--- src/rtl/cpu_io_ctrl.sv ---
// Byte-I/O controller: RX FIFO toward the core's special registers and a
// TX sequencer that hands execute-stage write requests to the UART transmitter.
module cpu_io_ctrl #(
  parameter int unsigned RX_DEPTH = 4
) (
  input  logic                          clk,
  input  logic                          reset,
  input  logic                          rx_valid,
  input  logic [7:0]                    rx_data,
  input  logic                          ack,
  input  logic                          w_req,
  input  logic [7:0]                    w_data,
  input  logic                          intr_en,
  input  logic                          tx_busy,
  output logic                          irr,
  output logic [7:0]                    r_data,
  output logic                          intr_req,
  output logic                          w_busy,
  output logic                          tx_start,
  output logic [7:0]                    tx_data,
  output logic [$clog2(RX_DEPTH):0]     rx_level,
  output logic                          rx_overrun,
  output logic                          tx_drop
);

  localparam int unsigned PW = $clog2(RX_DEPTH);
  localparam int unsigned LW = PW + 1;

  typedef enum logic [1:0] {
    IDLE        = 2'd0,
    START       = 2'd1,
    WAIT_ACCEPT = 2'd2,
    WAIT_DONE   = 2'd3
  } tx_state_e;

  logic [7:0]    mem [RX_DEPTH];
  logic [PW-1:0] wptr;
  logic [PW-1:0] rptr;
  logic [LW-1:0] count;
  logic          full;
  logic          empty;
  logic          push;
  logic          pop;
  tx_state_e     state;

  assign full  = (count == LW'(RX_DEPTH));
  assign empty = (count == '0);
  // A full FIFO still takes a new byte when the head is popped in the same cycle.
  assign push  = rx_valid & (~full | ack);
  assign pop   = ack & ~empty;

  // RX FIFO storage, pointers and occupancy
  always_ff @(posedge clk or posedge reset) begin
    if (reset) begin
      wptr       <= '0;
      rptr       <= '0;
      count      <= '0;
      rx_overrun <= 1'b0;
      for (int i = 0; i < int'(RX_DEPTH); i++) mem[i] <= 8'h00;
    end else begin
      if (push) begin
        mem[wptr] <= rx_data;
        wptr      <= wptr + PW'(1);
      end
      if (pop) rptr <= rptr + PW'(1);
      case ({push, pop})
        2'b10:   count <= count + LW'(1);
        2'b01:   count <= count - LW'(1);
        default: count <= count;
      endcase
      if (rx_valid && full && !ack) rx_overrun <= 1'b1;
    end
  end

  assign irr      = ~empty;
  assign r_data   = empty ? 8'h00 : mem[rptr];
  assign rx_level = count;
  assign intr_req = irr & intr_en;

  // TX sequencer
  always_ff @(posedge clk or posedge reset) begin
    if (reset) begin
      state   <= IDLE;
      tx_data <= 8'h00;
      tx_drop <= 1'b0;
    end else begin
      if (w_req && state != IDLE) tx_drop <= 1'b1;
      case (state)
        IDLE: begin
          if (w_req) begin
            tx_data <= w_data;
            state   <= START;
          end
        end
        START:       if (!tx_busy) state <= WAIT_ACCEPT;
        WAIT_ACCEPT: if (tx_busy)  state <= WAIT_DONE;
        WAIT_DONE:   if (!tx_busy) state <= IDLE;
        default:     state <= IDLE;
      endcase
    end
  end

  // Strobe decoded from state so reset removes it without waiting for a clock.
  assign tx_start = (state == START) & ~tx_busy;
  assign w_busy   = (state != IDLE);

endmodule

--- config.mk ---
export PLATFORM = sky130hd
export DESIGN_NAME = cpu_io_ctrl
export DESIGN_NICKNAME = d
export VERILOG_FILES = /design/src/rtl/cpu_io_ctrl.sv
export SDC_FILE = /design/constraint.sdc
export NUM_CORES = 1
export LEC_CHECK = 0
export BUFFER_PORTS_ARGS = -buffer_cell sky130_fd_sc_hd__buf_2
export CORE_ASPECT_RATIO = 1.2
export CORE_MARGIN = 4
export CORE_UTILIZATION = 43
export CTS_BUF_LIST = sky130_fd_sc_hd__clkbuf_16
export CTS_CLUSTER_DIAMETER = 150
export DETAILED_ROUTE_END_ITERATION = 7
export GPL_TIMING_DRIVEN = 0
export MAX_ROUTING_LAYER = met4
export PLACE_DENSITY = 0.71
export SYNTH_ARGS = -nofsm -noshare
export SYNTH_HDL_FRONTEND = slang
export SYNTH_SLANG_ARGS = --single-unit
--- constraint.sdc ---
create_clock -name clk -period 2.7 [get_ports clk]
set_clock_uncertainty 0.15 [all_clocks]
set_input_delay 0.405 -clock clk [delete_from_list [all_inputs] [get_ports clk]]
set_output_delay 0.405 -clock clk [all_outputs]
set_load 0.02 [all_outputs]
=== Word-level counts from Yosys, hierarchy flattened ===
Cells that the tools add are included.

* Register bits: 51
* Logic and storage cells: 62

* Eq/ne operators: 10
* Order comparisons: 3
* Bitwise operators: 10
* Mux-type cells: 13
* Reductions and logical operators: 11
* Add/subtract/negate cells: 4

{| class="wikitable"
|+ Operator list
! kind !! number
|-
| $bwmux W32 || 1
|-
| $mux W8 || 4
|-
| $bmux W8 S2 || 1
|-
| $demux W8 S2 || 1
|-
| $mux W2 || 4
|-
| $ne A2 B2 Y1 const B || 4
|-
| $pmux W2 S4 || 1
|-
| $eq A2 B2 Y1 const B || 3
|-
| $ge A3 B3 Y1 const B || 2
|-
| $not A2 Y3 || 2
|-
| $pmux W3 S2 || 1
|-
| $add A2 B1 Y2 const B || 2
|-
| $and A1 B1 Y1 || 4
|-
| $eq A2 B1 Y1 const B || 2
|-
| $logic_and A1 B1 Y1 || 4
|-
| $reduce_and A4 Y1 || 1
|-
| $reduce_bool A2 Y1 || 2
|-
| $add A3 B1 Y3 const B || 1
|-
| $eq A3 B3 Y1 const B || 1
|-
| $logic_not A3 Y1 || 1
|-
| $lt A3 B1 Y1 const B || 1
|-
| $not A1 Y1 || 3
|-
| $sub A3 B1 Y3 const B || 1
|-
| $logic_not A2 Y1 || 1
|-
| 3 further kinds || 3
|}

=== Logic depth before layout (Yosys ltp) ===
* Depth in word-level cells: 6
* Mapped depth: 8

=== Worst setup path before layout ===
OpenSTA, ideal clock, no wires.

* Path type: reg2reg
* Start point: register count[0] (netlist: rx_level[0])
* End point: register count[2] (netlist: rx_level[2])
* Required time: 2.470 ns
* Cell stages (with the launch flop): 9
* Arrival time: 2.137 ns
* Setup slack: 0.333 ns
* Path through: dfrtp_1 nor4b_4 or2b_2 ha_1 inv_1 fa_1 xor2_1 nor2_1 xor2_1

* Cells in the longest elaborated chain, start to end: 6

{| class="wikitable"
|+ Ends and longest elaborated chain
! what !! line !! text
|-
| start, declared || 39 || <nowiki>logic [LW-1:0] count;</nowiki>
|-
| start signal, assigned || 67 || <nowiki>2'b10: count <= count + LW'(1);</nowiki>
|-
| start signal, assigned || 68 || <nowiki>2'b01: count <= count - LW'(1);</nowiki>
|-
| start signal, assigned || 69 || <nowiki>default: count <= count;</nowiki>
|-
| $eq A3 B3 Y1 || 46 || <nowiki>assign full = (count == LW'(RX_DEPTH));</nowiki>
|-
| $not A1 Y1 || 49 || <nowiki>assign push = rx_valid & (~full | ack);</nowiki>
|-
| $or A1 B1 Y1 || 49 ||
|-
| $and A1 B1 Y1 || 49 ||
|-
| $eq A2 B1 Y1 or $eq A2 B2 Y1 (tied branches) || 66 || <nowiki>case ({push, pop})</nowiki>
|-
| $pmux W3 S2 or $reduce_bool A2 Y1 (tied branches) || n/a ||
|}

Several ways; a longest one is shown, not always the timed one.
A chain may end at the register's enable or synchronous reset.

=== Worst setup path after layout ===
* Start point: register count[0] (netlist: rx_level[0])
* End point: output port intr_req

* Cells in the longest elaborated chain, start to end: 3

{| class="wikitable"
|+ Ends and longest elaborated chain
! what !! line !! text
|-
| $logic_not A3 Y1 || 47 || <nowiki>assign empty = (count == '0);</nowiki>
|-
| $not A1 Y1 || 75 || <nowiki>assign irr = ~empty;</nowiki>
|-
| $and A1 B1 Y1 || 78 || <nowiki>assign intr_req = irr & intr_en;</nowiki>
|-
| end, declared || 17 || <nowiki>output logic intr_req,</nowiki>
|}

Every way passes these cells.

==> run metrics <==
min-delay worst type=in2reg; via count=1439; synthesized area=2384 um^2; Crit Path Max Fanout=10; crit path launch type=register; largest family of logic cells by synthesized area=multiplexers; die width=75.97 um; Setup Fix Bufs, Post-CTS=0; clock slew at reported path FFs=60 ps; Die Ht=89.56 um; num rows=29; largest net degree at the start of global routing=37; PwrDens=1329 nW/um^2; Final Hold Viols=0; worst reg2reg setup slack=270 ps; Worst Tran Pin Value=538.0 ps; # fillers=455; most frequently used cell type in the post-synthesis netlist=dfrtp_1; Port Buffers=47; DR DRC count=0; Slew Viols, Final=0; Worst EP arrival=1910 ps; Leak=1.333 nW; Simple-Gate Fraction of Synth Area=6.772%; GP Congestion=0.6932; final worst slack=237.1 ps; CTS H-tree depth=2; maxcap violations=0; period utilization=91.22%; syn nets=195; XOR/XNOR Fraction of Synth Area=2.205%; CTS tree=done; Detailed Place HPWL=3.037 mm; number of global-route vias before repair=1462; Compound-Gate Fraction of Synth Area=1.785%; Die ar.=6803 um^2; Detailed Route WL=4.250 mm; FF+latch area=1276 um^2; syn avg cell area=14.71 um^2; Post-synth EDFFs=0; Num CTS Buffers=5; GRT Total Usage=13.89%; commonest register cell after synthesis=dfrtp_1; Crit Path Class=reg2out; final setup TNS=0 ps; 1st-pass router iterations=5; vias per cell=5.139; clk sink count=51; worst vdd ir=0.0006134 V; Yosys reg bits=51; adder-cell share of the synthesized area=5.564%; area of the multi-input gates=1052 um^2; run status=complete, no violations; count of cell types in the netlist=25; initial antenna violation count=0; mux share of post-synthesis cell area=27.82%; Synthesis Warnings=0; largest cells by area after synthesis=dfrtp_1, mux2_2, mux4_2; starting density of the core=44.69%; share of layout cells above drive strength 1=52.75%; core area=5334 um^2; min Tclk post-route=2463 ps; f_max=0.4060 GHz; Critical Path End Type=output pin; R2R cell count=8; Final Net Count=251; area grow syn2layout=21.05%; endpoints failing setup=0; Routed WL per cell=15.18 um; Synth top area share=53.54%; hold path depth=2; global-route wire length before repair=7.196 mm; register area share after synthesis=53.54%; ys async rst share=100.0%; pre-CTS WS=252.6 ps; Longest Clk Path Bufs=2; total grt overflow=0; # IOs=48; Synth area leader=dfrtp_1; DRT antenna net count=0; Root Buffer=clkbuf_16; Max-slew headroom=64.10%; synthesized instance count=162; worst-skew pair later-pin latency=280 ps; most instantiated cells after synthesis=dfrtp_1, mux2_2, inv_1; required time at the worst-slack endpoint=2140 ps; Ant. Diodes=0; DRT iter0 DRCs=66; RSZ-0062 raised after global routing=false
==> sequential cells by signal, summed over array words and instances, names as in the netlist <==
name and cells:
tx_drop 1, rx_overrun 1, rptr 2, tx_data 8
rx_level 3, wptr 2, state 2, mem 32
==> layout by cell type, fill, tap and decap left out, types with 3 or more instances in the layout <==
cell / Yosys / final
and2_1: 10 / 10
buf_2: 2 / 49
mux4_2: 8 / 8
mux2_2: 42 / 42
inv_1: 11 / 11
clkbuf_16: 0 / 5
dfrtp_1: 51 / 51
nor2_2: 4 / 4
xor2_1: 3 / 3
xnor2_1: 3 / 3
ha_1: 9 / 9
nand2_1: 5 / 5
==> stage by stage <==
stage	area (um^2)	hold slack (ps)	instances	utilization [%]	power, mW
3_3_place_gp	2696	288.0	271	50.55	3.145
5_1_grt	2885	201.2	280	54.09	4.119
3_5_place_dp	2716	254.3	272	50.93	3.205
4_1_cts	2885	198.2	280	54.09	3.893
6_report	2885	204.0	280	54.09	3.835
2_1_floorplan	2384	325.2	162	-	2.706
==> metal layers <==
layer	track usage [%]	part of all wire [%]	vias to the layer above
li1	-	-	668
met1	16.75	43	719
met2	22.51	49	48
met3	4.234	7.0	4
met4	4.369	1.1	0
met5	-	0	-
==> critical path, stage by stage, from the launching register on <==
cell,delay [ps]
dfrtp_1,460
or3_2,520
clkbuf_1,260
and2_1,230
buf_2,150
==> kinds of logic after synthesis <==
| family | after synthesis |
|---|---|
| mux | 51 |
| flops | 51 |
| simple gates | 25 |
| buf+inv | 14 |
| fa+ha+maj | 10 |
| xor+xnor | 6 |
| compound gates | 5 |
==> layout make-up <==
| class | count | area share, % |
|---|---|---|
| tap | 62 | 2.689 |
| clock buffer | 5 | 4.337 |
| inverter | 11 | 1.431 |
| timing repair buffer | 49 | 9.193 |
| clock inverter | 2 | 1.171 |
| buffer | 3 | 0.4770 |
| multi-input combinational | 97 | 36.47 |
| sequential | 51 | 44.23 |
==> what timing repair did <==
action	CTS	global route
hold endpoints to repair	15	0
gates resized for setup	0	0
setup endpoints to repair	0	0
hold buffers	1	0
==> report_power, final <==
group | total [mW] | internal (mW) | switching [mW] | leakage [nW]
Sequential | 1.37 | 1.16 | 0.213 | 0.598
Clock | 0.683 | 0.428 | 0.254 | 0.0811
Combinational | 1.78 | 0.915 | 0.869 | 0.654
==> worst paths after layout <==
path,start,end
max,rx_level[0],intr_req
min,w_req,tx_drop
max reg2reg,rx_level[0],rx_level[2]
min reg2reg,tx_drop,tx_drop
max in group asynchronous,reset,mem[20]
min in group asynchronous,reset,state[0]
No activity file was read; power rests on OpenSTA's default activity.
